===== config.mk =====
export PLATFORM = sky130hd
export DESIGN_NAME = instr_loader
export DESIGN_NICKNAME = d
export VERILOG_FILES = /design/src/rtl/instr_loader.sv
export SDC_FILE = /design/constraint.sdc
export NUM_CORES = 1
export LEC_CHECK = 0
export CELL_PAD_IN_SITES_DETAIL_PLACEMENT = 0
export CELL_PAD_IN_SITES_GLOBAL_PLACEMENT = 2
export CORE_ASPECT_RATIO = 1.1
export CORE_MARGIN = 5
export CORE_UTILIZATION = 34
export DETAILED_ROUTE_END_ITERATION = 16
export MAX_ROUTING_LAYER = met4
export PLACE_DENSITY = 0.84
export SYNTH_ARGS = -nofsm -noshare
export SYNTH_HDL_FRONTEND = slang
export SYNTH_SLANG_ARGS = --single-unit
export TNS_END_PERCENT = 5

===== constraint.sdc =====
create_clock -name clk -period 3.15 [get_ports clk]
set_clock_uncertainty 0.05 [all_clocks]
set_input_delay 0.945 -clock clk [delete_from_list [all_inputs] [get_ports clk]]
set_output_delay 0.945 -clock clk [all_outputs]
set_load 0.02 [all_outputs]

===== src/rtl/instr_loader.sv =====
// Instruction loader: streams a byte payload into instruction memory and holds the CPU until it completes.
// Latency: each accepted byte is written one cycle after acceptance; status is decoded directly from the state.
// Backpressure: byte_ready is high only while LOAD/CHECK; the stream may gap for any number of cycles.
// Optional trailing XOR check byte is enabled by defining INSTR_LOADER_CHECKSUM_EN.
module instr_loader #(
    parameter int ADDRESS_WIDTH = 32,
    parameter int DATA_WIDTH    = 8,
    parameter int MEM_BYTES     = 256
) (
    input  logic                     clk,
    input  logic                     rst_n,
    input  logic                     start,
    input  logic [ADDRESS_WIDTH-1:0] length,
    input  logic                     byte_valid,
    input  logic [DATA_WIDTH-1:0]    byte_data,
    output logic                     byte_ready,
    output logic                     we,
    output logic [ADDRESS_WIDTH-1:0] wa,
    output logic [DATA_WIDTH-1:0]    wd,
    output logic                     busy,
    output logic                     done,
    output logic                     err,
    output logic                     cpu_hold
);

    localparam logic [2:0] S_IDLE  = 3'd0;
    localparam logic [2:0] S_LOAD  = 3'd1;
`ifdef INSTR_LOADER_CHECKSUM_EN
    localparam logic [2:0] S_CHECK = 3'd2;
`endif
    localparam logic [2:0] S_DONE  = 3'd3;
    localparam logic [2:0] S_ERROR = 3'd4;

    localparam logic [ADDRESS_WIDTH-1:0] MEM_LIMIT = ADDRESS_WIDTH'(MEM_BYTES);
    localparam logic [ADDRESS_WIDTH-1:0] ONE       = ADDRESS_WIDTH'(1);

    logic [2:0]               state;
    logic [ADDRESS_WIDTH-1:0] cnt;
    logic [ADDRESS_WIDTH-1:0] len_r;
`ifdef INSTR_LOADER_CHECKSUM_EN
    logic [DATA_WIDTH-1:0]    checksum;
`endif

    logic accept;
    logic last_byte;
    logic len_ok;

    // Whole 32-bit words only, and never more than the memory holds, so wa stays below MEM_BYTES.
    assign len_ok    = (length != '0) && (length[1:0] == 2'b00) && (length <= MEM_LIMIT);
    assign accept    = byte_valid && byte_ready;
    assign last_byte = (cnt == len_r - ONE);

`ifdef INSTR_LOADER_CHECKSUM_EN
    assign busy = (state == S_LOAD) || (state == S_CHECK);
`else
    assign busy = (state == S_LOAD);
`endif
    assign byte_ready = busy;
    assign done       = (state == S_DONE);
    assign err        = (state == S_ERROR);
    assign cpu_hold   = (state != S_DONE);

    always_ff @(posedge clk or negedge rst_n) begin
        if (!rst_n) begin
            state    <= S_IDLE;
            cnt      <= '0;
            len_r    <= '0;
            we       <= 1'b0;
            wa       <= '0;
            wd       <= '0;
`ifdef INSTR_LOADER_CHECKSUM_EN
            checksum <= '0;
`endif
        end else begin
            we <= 1'b0;
            case (state)
                S_IDLE, S_DONE, S_ERROR: begin
                    if (start) begin
                        cnt      <= '0;
                        len_r    <= length;
`ifdef INSTR_LOADER_CHECKSUM_EN
                        checksum <= '0;
`endif
                        state    <= len_ok ? S_LOAD : S_ERROR;
                    end
                end
                S_LOAD: begin
                    if (accept) begin
                        we       <= 1'b1;
                        wa       <= cnt;
                        wd       <= byte_data;
                        cnt      <= cnt + ONE;
`ifdef INSTR_LOADER_CHECKSUM_EN
                        checksum <= checksum ^ byte_data;
                        if (last_byte) state <= S_CHECK;
`else
                        if (last_byte) state <= S_DONE;
`endif
                    end
                end
`ifdef INSTR_LOADER_CHECKSUM_EN
                // The check byte is consumed but never written to memory.
                S_CHECK: begin
                    if (accept) state <= (byte_data == checksum) ? S_DONE : S_ERROR;
                end
`endif
                default: state <= S_IDLE;
            endcase
        end
    end

endmodule


======== Yosys cells after proc, flatten, opt, wreduce, memory -nomap -nowiden ========
Cells that the tools add are included.
cells by class
  $add $sub $neg .......................... 2
  mux-type cells .......................... 10
  $lt $le $gt $ge ......................... 1
  equality and inequality tests ........... 8
  reduce and logical (&&, ||, !) cells .... 12
operators by type and width
  kind                   count
  $mux 32                2
  $pmux 32 s2            1
  $add 32x1->32 const B  1
  $eq 32x32->1           1
  $le 32x9->1 const B    1
  $reduce_bool 32->1     1
  $sub 32x1->32 const B  1
  $mux 3                 4
  $pmux 3 s2             1
  $reduce_and 3->1       2
  $ne 2x1->1 const B     2
  $reduce_and 2->1       2
  $eq 3x1->1 const B     1
  $eq 3x2->1 const B     1
  $eq 3x3->1 const B     1
  $logic_and 1x1->1      3
  $logic_not 3->1        1
  $ne 3x2->1 const B     1
  $reduce_or 3->1        1
  $logic_not 2->1        1
  $mux 1                 2
  $ne 2x2->1 const B     1
  $reduce_bool 2->1      1
word-level totals
  output and inout bits ................... 46
  bits in registers ....................... 108
  input port bits ......................... 44
  word-level logic and storage cells ...... 39

======== Longest topological paths before layout ========
  depth in word-level cells ............... 6
  gate-level depth with buffers ........... 9
  mapped depth without buffers ............ 9

======== Worst setup path before layout ========
OpenSTA, ideal clock, no wires.
  kind .................................... input-to-reg
  start point ............................. in start
  end point ............................... reg cnt[25]
  path buffers ............................ 1
  data arrival time ....................... 2529 ps
  setup slack ............................. 439 ps
  stages on the path ...................... 8
  data required time ...................... 2968 ps
  library setup time ...................... 132 ps
  path through ............................ clkbuf_1 > mux2_2 > a22o_1 > nand4_1 > nor4_4 > and2b_1 > xnor2_1 > nor2_1
between the ends
  longest elaborated chain between the ends .. 2
ends and longest elaborated chain
  what                        line  text
  from (decl)                 12    input logic start,
  $ne 2x2->1 (no line)        --
  $reduce_and 3->1 (no line)  --
  to (signal assigned)        92    cnt <= cnt + ONE;
  to (decl)                   38    logic [ADDRESS_WIDTH-1:0] cnt;
No other way between the ends.
A chain may end at the register's enable or synchronous reset.

======== Worst setup path in the final report ========
  start point ............................. reg state[0]
  end point ............................... out done
between the ends
  longest elaborated chain between the ends .. 1
ends and longest elaborated chain
  what                    line  text
  from (decl)             37    logic [2:0] state;
  from (signal assigned)  84    state <= len_ok ? S_LOAD : S_ERROR;
  $eq 3x2->1              59    assign done = (state == S_DONE);
  to (decl)               21    output logic done,
No other way between the ends.

==> flow_metrics.tcl <==
set metrics [dict create \
    ant_nets 0 \
    grt_overflow_total 0 \
    fin_area_um2 7280 \
    max_freq_mhz 334 \
    synth_top_area_share_pct 46.5 \
    crit_path_start_kind "flop" \
    peakVddDrop_mv 0.259 \
    syn2layout_area_growth_pct 25.3 \
    clk_latency_ns 0.36 \
    combPwrFrac_pct 11.2 \
    swShare_pct 26.6 \
    slew_viol_final 0 \
    cap_viol_max_count 0 \
    clkSinkCount 108 \
    p_per_area_nw_per_um2 413 \
    finalSetupViolations 0 \
    slew_headroom_pct 57.1 \
    grt_pass1_wl_mm 26.0 \
    grt_max_degree 109 \
    syn_area_um2 5810 \
    wire_per_inst_um 17.4 \
    min_path_type "reg2reg" \
    hold_viol 0 \
    synth_seq_cells 108 \
    dp.cells 886 \
    synth_top_area_cell "dfrtp_1" \
    finalCritPeriodShare_pct 95.1 \
    grt_pass1_vias 4911 \
    p_leak_nw 3.14 \
    grt_setup_unrepaired "false" \
    ys_async_sr_fraction_pct 100 \
    p_switching_mw 0.800 \
    avgSynthCellArea_um2 9.69 \
    postPlaceCellArea_um2 6980 \
    viasPerCell 5.20 \
    fp.coreArea_um2 16900 \
    cts.repair.resized 0 \
    antenna_found_initial 0 \
    syn_nets 646 \
    critPathKind "reg2out" \
    antenna_cells 0 \
    dp_hpwl_mm 11.9 \
    tightestPinTransition_ns 0.639 \
    total_power_mw 3.00 \
    htreeDepth 3 \
    netlist_top_cells_area "dfrtp_1 47%, mux2_2 7.9%, nand2_1 6.9%, xor2_1 5.1%, xnor2_1 4.1%" \
    wirelength_mm 15.7 \
    die_h_um 147 \
    ys_types 62 \
    status "finished, final reports clean" \
    fillerInstances 1659 \
    tns_ns 0 \
    crit_fanout 5 \
    dr.pass1.iters 4 \
    cts_made_buffers 9 \
    worst_ep_required_time_ns 2.15 \
    start_util_pct 34.4 \
    die-area_um2 19800 \
    synth.most_common_cell "dfrtp_1" \
    hold_buffers 0 \
    drt_iter0_drc 328 \
    synth_edf_count 0 \
    finalNetCount 735 \
    die_x_um 135 \
    yosys_warnings 0 \
    synthCells 600 \
    gp_congestion 0.895 \
    clk_path_buf_depth 2 \
    synth_commonest_cells "108 x dfrtp_1, 107 x nand2_1, 41 x mux2_2" \
    vias 4691 \
    route.detailed.drc 0 \
    pin_count 90 \
    port_buffers 89 \
    period_needed_ns 3.00 \
    root_buffer "clkbuf_16" \
    clk_pin_slew_worst_paths_ns 0.07 \
    drive_above_1_share_pct 13.3 \
    cp_data_arrival_time_ns 2.00 \
    synthFlopType "dfrtp_1" \
    endpoint_kind "output pin" \
    ys_seq_area_share_pct 46.5 \
    intPower_mw 2.20 \
    core.rowCount 50 \
    post_cts_buffers 0 \
    finalNonFillerCells 902 \
    grt.total_usage_pct 17.0 \
    cts_tree "built" \
    seqPwrFrac_pct 49.8 \
    power_frac_clock_pct 38.9 \
]
-- logic make-up after synthesis --
logic type                 count (synthesis)  share of synthesized area [%]
buffers and inverters                     45                           3.12
muxes                                     43                           8.29
xor gates and xnor gates                  61                           9.19
adders and majority gates                  2                          0.431
and+or+nand+nor                          278                           25.2
DFF                                      108                           46.5
AOI/OAI and AO/OA                         63                           7.23
-- worst max-delay path, stage by stage, from the launching register on --
cell,delay (ns)
dfrtp_1,0.39
nor2b_1,0.35
nand2_1,0.18
inv_1,0.12
clkdlybuf4s50_1,0.61
-- area by class of cell --
cell class	instances	area (um2)	share of cell area [%]
Clock buffer	10	229	3.14
Inverter	18	67.6	0.928
Timing Repair Buffer	105	1020	14.0
Multi-Input combinational cell	447	2930	40.2
Tap cell	208	260	3.57
Sequential cell	108	2700	37.1
Clock inverter	6	71.3	0.980
-- power groups by stage --
stage,clock [mW],sequential (mW),combinational (mW)
floorplan,0,1.49,0.200
global placement,0,1.52,0.334
detailed placement,0,1.53,0.340
CTS,1.20,1.50,0.342
global route,1.26,1.51,0.380
finish,1.17,1.50,0.337
-- path summary, 6_finish.rpt --
path,slack (ns),end,from,cells past startpoint
max in group asynchronous,2.01,len_r[28]$_DFFE_PN0P_,rst_n,2
hold / removal,0.46,wa[5]$_DFFE_PN0P_,wa[5]$_DFFE_PN0P_,1
setup / recovery,0.15,done,state[0]$_DFFE_PN0P_,4
setup reg to reg,0.45,state[1]$_DFFE_PN0P_,len_r[0]$_DFFE_PN0P_,10
min in group asynchronous,0.59,wd[0]$_DFFE_PN0P_,rst_n,2
hold reg to reg,0.46,wa[5]$_DFFE_PN0P_,wa[5]$_DFFE_PN0P_,1
-- per-layer routing --
layer	GRT usage (%)	share of wire, %	wire (um)
met5	-	0	0
met4	6.11	2.1	337
met3	2.40	3.3	511
met2	28.3	51	8060
met1	21.1	43	6770
-- sequential cells by signal (all words and copies together), names as in the netlist --
name	flops
wd	8
wa	32
we	1
cnt	32
len_r	32
state	3
-- cell usage in the layout, fill, tap and decap left out, types with 3 or more instances in the layout --
| cell type | n |
|---|---|
| a211oi_1 | 6 |
| a21oi_1 | 7 |
| a31oi_1 | 3 |
| and3_1 | 4 |
| and4_1 | 3 |
| buf_4 | 16 |
| clkbuf_16 | 9 |
| clkdlybuf4s50_1 | 88 |
| dfrtp_1 | 108 |
| inv_1 | 17 |
| mux2_2 | 41 |
| nand2_1 | 107 |
| nand3_1 | 23 |
| nand4_1 | 19 |
| nor2_1 | 37 |
| nor3_1 | 19 |
| nor4_1 | 17 |
| nor4_4 | 4 |
| o21a_1 | 3 |
| o21ai_0 | 19 |
| o21ai_1 | 3 |
| o31ai_1 | 3 |
| or2_2 | 4 |
| or3_1 | 9 |
| or4_1 | 10 |
| xnor2_1 | 27 |
| xor2_1 | 34 |
-- stage by stage --
step	hold slack, ns	util, %	setup WS (ns)
6_report	0.456	43.1	0.153
5_1_grt	0.475	43.1	0.0551
4_1_cts	0.460	43.1	0.154
3_5_place_dp	0.443	41.3	0.0894
3_3_place_gp	0.437	41.3	0.103
2_1_floorplan	0.417	-	0.439
Power figures use the tool's default switching activity.
